File: config.mk
export PLATFORM = sky130hd
export DESIGN_NAME = btn_debouncer
export DESIGN_NICKNAME = d
export VERILOG_FILES = /design/src/rtl/btn_debouncer.sv
export SDC_FILE = /design/constraint.sdc
export NUM_CORES = 1
export LEC_CHECK = 0
export ABC_CLOCK_PERIOD_IN_PS = 2520
export BUFFER_PORTS_ARGS = -buffer_cell sky130_fd_sc_hd__buf_4
export CORE_ASPECT_RATIO = 1.75
export CORE_UTILIZATION = 55
export CTS_CLUSTER_DIAMETER = 100
export DETAILED_ROUTE_END_ITERATION = 7
export HOLD_SLACK_MARGIN = 0.12
export PLACE_DENSITY_LB_ADDON = 0.08
export SYNTH_ARGS = -nofsm -noshare
export SYNTH_HDL_FRONTEND = slang
export SYNTH_SLANG_ARGS = --single-unit
export TNS_END_PERCENT = 5
File: constraint.sdc
create_clock -name clock -period 2.52 [get_ports clock]
set_input_delay 0.378 -clock clock [delete_from_list [all_inputs] [get_ports clock]]
set_output_delay 0.378 -clock clock [all_outputs]
set_load 0.005 [all_outputs]
File: src/rtl/btn_debouncer.sv
`default_nettype none
// ============================================================================
//  Module      : btn_debouncer
//  Description : Push-button conditioner. A two-flop synchronizer feeds a
//                four-state debounce FSM with a stability counter. The block
//                produces a clean level, a single-cycle rise pulse and a
//                single-cycle long-press pulse.
//  Revision    : 1.0 - initial release
// ============================================================================
module btn_debouncer #(
    parameter int DEBOUNCE_CYCLES = 500_000,
    parameter int LONG_CYCLES     = 100_000_000
) (
    input  logic clock,
    input  logic reset,
    input  logic btn_raw,
    output logic btn,
    output logic btn_rise,
    output logic btn_long
);

    localparam int c_cnt_w  = $clog2(DEBOUNCE_CYCLES + 1);
    localparam int c_hold_w = $clog2(LONG_CYCLES + 1);

    localparam logic [c_cnt_w-1:0]  c_cnt_zero  = '0;
    localparam logic [c_cnt_w-1:0]  c_cnt_one   = c_cnt_w'(1);
    localparam logic [c_cnt_w-1:0]  c_cnt_last  = c_cnt_w'(DEBOUNCE_CYCLES - 1);
    localparam logic [c_hold_w-1:0] c_hold_one  = c_hold_w'(1);
    localparam logic [c_hold_w-1:0] c_hold_max  = c_hold_w'(LONG_CYCLES);
    localparam logic [c_hold_w-1:0] c_hold_last = c_hold_w'(LONG_CYCLES - 1);

    localparam logic [1:0] c_st_low  = 2'd0;
    localparam logic [1:0] c_st_l2h  = 2'd1;
    localparam logic [1:0] c_st_high = 2'd2;
    localparam logic [1:0] c_st_h2l  = 2'd3;

    logic                r_sync1;
    logic                r_sync2;
    logic [1:0]          r_state;
    logic [c_cnt_w-1:0]  r_cnt;
    logic [c_hold_w-1:0] r_hold;
    logic                r_btn;
    logic                r_rise;
    logic                r_long;

    logic [1:0]          w_state_nxt;
    logic [c_cnt_w-1:0]  w_cnt_nxt;
    logic [c_hold_w-1:0] w_hold_nxt;
    logic                w_btn_nxt;
    logic                w_rise_nxt;
    logic                w_long_nxt;

    // Two-flop synchronizer for the asynchronous raw button.
    always_ff @(posedge clock) begin
        if (reset) begin
            r_sync1 <= 1'b0;
            r_sync2 <= 1'b0;
        end else begin
            r_sync1 <= btn_raw;
            r_sync2 <= r_sync1;
        end
    end

    // Debounce next-state and stability-counter logic.
    always_comb begin
        w_state_nxt = r_state;
        w_cnt_nxt   = r_cnt;
        case (r_state)
            c_st_low: begin
                if (r_sync2) begin
                    w_state_nxt = c_st_l2h;
                    w_cnt_nxt   = c_cnt_one;
                end else begin
                    w_cnt_nxt   = c_cnt_zero;
                end
            end
            c_st_l2h: begin
                if (!r_sync2) begin
                    w_state_nxt = c_st_low;
                    w_cnt_nxt   = c_cnt_zero;
                end else if (r_cnt == c_cnt_last) begin
                    w_state_nxt = c_st_high;
                    w_cnt_nxt   = c_cnt_zero;
                end else begin
                    w_cnt_nxt   = r_cnt + c_cnt_one;
                end
            end
            c_st_high: begin
                if (!r_sync2) begin
                    w_state_nxt = c_st_h2l;
                    w_cnt_nxt   = c_cnt_one;
                end
            end
            c_st_h2l: begin
                if (r_sync2) begin
                    w_state_nxt = c_st_high;
                    w_cnt_nxt   = c_cnt_zero;
                end else if (r_cnt == c_cnt_last) begin
                    w_state_nxt = c_st_low;
                    w_cnt_nxt   = c_cnt_zero;
                end else begin
                    w_cnt_nxt   = r_cnt + c_cnt_one;
                end
            end
            default: begin
                w_state_nxt = c_st_low;
                w_cnt_nxt   = c_cnt_zero;
            end
        endcase
    end

    // Output and hold-counter next values, derived from the next state so
    // the registered outputs line up with the state they describe.
    always_comb begin
        w_btn_nxt  = (w_state_nxt == c_st_high) || (w_state_nxt == c_st_h2l);
        w_rise_nxt = (r_state == c_st_l2h) && (w_state_nxt == c_st_high);
        w_hold_nxt = r_hold;
        w_long_nxt = 1'b0;
        if (w_state_nxt == c_st_low) begin
            // A completed release clears the press; no long pulse on this edge.
            w_hold_nxt = '0;
        end else if (r_btn && (r_hold != c_hold_max)) begin
            w_hold_nxt = r_hold + c_hold_one;
            w_long_nxt = (r_hold == c_hold_last);
        end
    end

    // State, counters and registered outputs.
    always_ff @(posedge clock) begin
        if (reset) begin
            r_state <= c_st_low;
            r_cnt   <= '0;
            r_hold  <= '0;
            r_btn   <= 1'b0;
            r_rise  <= 1'b0;
            r_long  <= 1'b0;
        end else begin
            r_state <= w_state_nxt;
            r_cnt   <= w_cnt_nxt;
            r_hold  <= w_hold_nxt;
            r_btn   <= w_btn_nxt;
            r_rise  <= w_rise_nxt;
            r_long  <= w_long_nxt;
        end
    end

    assign btn      = r_btn;
    assign btn_rise = r_rise;
    assign btn_long = r_long;

endmodule
`default_nettype wire

==> results.json <==
{
  "setup_viol": 0,
  "antenna_found_initial": 0,
  "critPathSlowestCell": "or4_4",
  "antenna_left": 0,
  "via_per_inst": 6.05,
  "layout_common_cells": "dfxtp_1 (52), nor2_1 (38), nand2_1 (23)",
  "synth_fa_ha_area_share_pct": 1.40,
  "ys_seq_area_share_pct": 38.9,
  "io_buffers": 5,
  "startpoint_type": "flop",
  "rows": 33,
  "setup_ws_ns": 0.434,
  "netlist_area_sq_um": 2680,
  "avgSynthCellArea_sq_um": 8.61,
  "hold_path_class": "input port to flop",
  "start_util_pct": 57.4,
  "drt-total-wl_mm": 5.59,
  "rsz0062_at_grt": "false",
  "slowest_delay_ns": 0.57,
  "synthXorXnorAreaFrac_pct": 8.18,
  "gr-total-overflow": 0,
  "clkSinkCount": 52,
  "grt_usage_pct": 24.7,
  "clk_latency_ns": 0.31,
  "period_share_pct": 82.8,
  "synth_mux_area_share_pct": 2.62,
  "synth.yosys.warnings": 0,
  "die_w_um": 54.7,
  "synth_compound_area_share_pct": 11.8,
  "synth_top_family_by_area": "simple AND/OR/NAND/NOR gates",
  "cts_root_buffer": "clkbuf_8",
  "max_cap_violations": 0,
  "cts_buffers": 5,
  "worst_slew_pin_slew_ns": 0.640,
  "slew_violations": 0,
  "skew_ns": 0.00793,
  "period_needed_ns": 2.09,
  "post-route-drc-count": 0,
  "ioPinCount": 6,
  "dp_hpwl_mm": 4.03,
  "arrival_ns": 2.28,
  "crit_fanout": 27,
  "vias": 2228,
  "core_sq_um": 4670,
  "clk_pin_slew_worst_paths_ns": 0.09,
  "drive_gt1_share_pct": 8.86,
  "grt_pass1_vias": 2100,
  "gp_congestion": 0.838,
  "antennaDiodeCount": 0,
  "required_ns": 2.71,
  "synth-main-ff-cell": "dfxtp_1",
  "area_growth_pct": 5.84,
  "power_density_nw_per_um2": 474,
  "fp.dieH_um": 94.3,
  "fmax_mhz": 479,
  "synthDistinctLibCells": 47,
  "crit_chain": "or4_4 > nor4_4 > a41oi_2 > o21ai_4 > buf_4 > nor2_1",
  "run_status": "complete, no violations",
  "final_nets": 321,
  "ys_seq_elements": 52,
  "fin_tns_setup_ns": 0,
  "dieArea_sq_um": 5160,
  "final_common_cell": "dfxtp_1",
  "syn_nets": 317,
  "synth_simple_gate_area_share_pct": 32.9,
  "dpl_worst_slack_ns": 0.441,
  "hold_viol": 0,
  "cp-end-kind": "flop",
  "htreeDepth": 2,
  "ctsHoldBuffers": 0,
  "cts_setup_buffers": 0,
  "critical_path_class": "flop to flop",
  "fin_area_sq_um": 2830,
  "ctsResizeCount": 0,
  "leakagePower_nw": 0.881,
  "grt_max_degree": 30,
  "grt_pass1_wl_mm": 9.28,
  "wl_per_cell_um": 15.2,
  "clockBufferDepth": 2,
  "async_flop_share_pct": 0,
  "drt-pass1-iter-count": 5,
  "vdd_drop_max_mv": 0.384,
  "place_area_sq_um": 2740,
  "drt_iter0_drc": 44,
  "cts_tree": "done",
  "syn_inst": 311,
  "relSlewSlack_pct": 56.9,
  "synth_edf_count": 0
}
[area by class of cell]
class	count	area (sq um)
Clock buffer	6	82.6
Clock inverter	2	10.0
Fill cell	426	1830
Inverter	7	26.3
Multi-Input combinational cell	238	1530
Sequential cell	52	1040
Tap cell	52	65.1
Timing Repair Buffer	11	82.6
[worst paths after layout]
| path | depth (start not counted) | slack, ns | to | from |
|---|---|---|---|---|
| max | 6 | 0.43 | r_hold[4]$_SDFFE_PP0P_ | r_cnt[5]$_SDFFE_PP0P_ |
| min | 2 | 0.29 | r_sync1$_SDFF_PP0_ | btn_raw |
| max reg2reg | 6 | 0.43 | r_hold[4]$_SDFFE_PP0P_ | r_cnt[5]$_SDFFE_PP0P_ |
| min reg2reg | 1 | 0.45 | r_sync2$_SDFF_PP0_ | r_sync1$_SDFF_PP0_ |
[power by group]
group          leakage (nW)  switching [mW]  internal, mW
sequential            0.419         0.00345         0.823
combinational         0.411         0.00916       0.00604
clock                0.0510           0.280         0.220
[flip-flops by register name, indices dropped and copies added, names as in the netlist]
signal / count
r_cnt: 19
r_sync1: 1
btn_long: 1
r_hold: 27
r_state: 2
btn_rise: 1
r_sync2: 1
[cell families (layout without fill, tap and decap cells)]
family	Yosys count	after routing
AND/OR/NAND/NOR	159	159
flip-flops	52	52
AO/OA/AOI/OAI	44	44
XOR/XNOR	25	25
buffers and inverters	21	26
multiplexers	7	7
adder cells (fa/ha/maj)	3	3
[worst max-delay path, delay by kind of cell, from the launching register on]
| kind | cells | cell delay [ns] |
|---|---|---|
| flops | 1 | 0.39 |
| simple gates | 3 | 0.91 |
| compound gates | 2 | 0.36 |
| buf+inv | 1 | 0.30 |
[cells in the mapped netlist (7+ instances only)]
library cell / n / area share (%)
a21oi_1: 15 / 2.8
a31oi_1: 7 / 1.6
and3_1: 7 / 1.6
dfxtp_1: 52 / 39
inv_1: 7 / 0.98
mux2i_1: 7 / 2.6
nand2_1: 23 / 3.2
nand3_1: 21 / 3.9
nand4_1: 16 / 3.7
nor2_1: 38 / 5.3
nor3_1: 8 / 1.5
nor4_1: 9 / 2.1
xnor2_1: 16 / 5.2
xor2_1: 9 / 2.9
[routing by layer]
layer  GRT usage, %  up-vias  part of all wire (%)
met2           44.0       35                    54
met3           3.40       14                   1.9
li1               -     1139                     -
met5              0        -                     0
met4           12.8        0                   3.2
met1           26.0     1040                    41
[metrics by stage]
stage               total power, mW  cells  hold slack (ns)  util, %
floorplan                     0.858    311            0.414        -
global placement              0.861    360            0.419     58.7
detailed placement            0.861    360            0.429     58.7
CTS                            1.36    368            0.279     60.7
global route                   1.39    368            0.302     60.7
finish                         1.34    368            0.286     60.7
No activity file was read; power rests on OpenSTA's default activity.
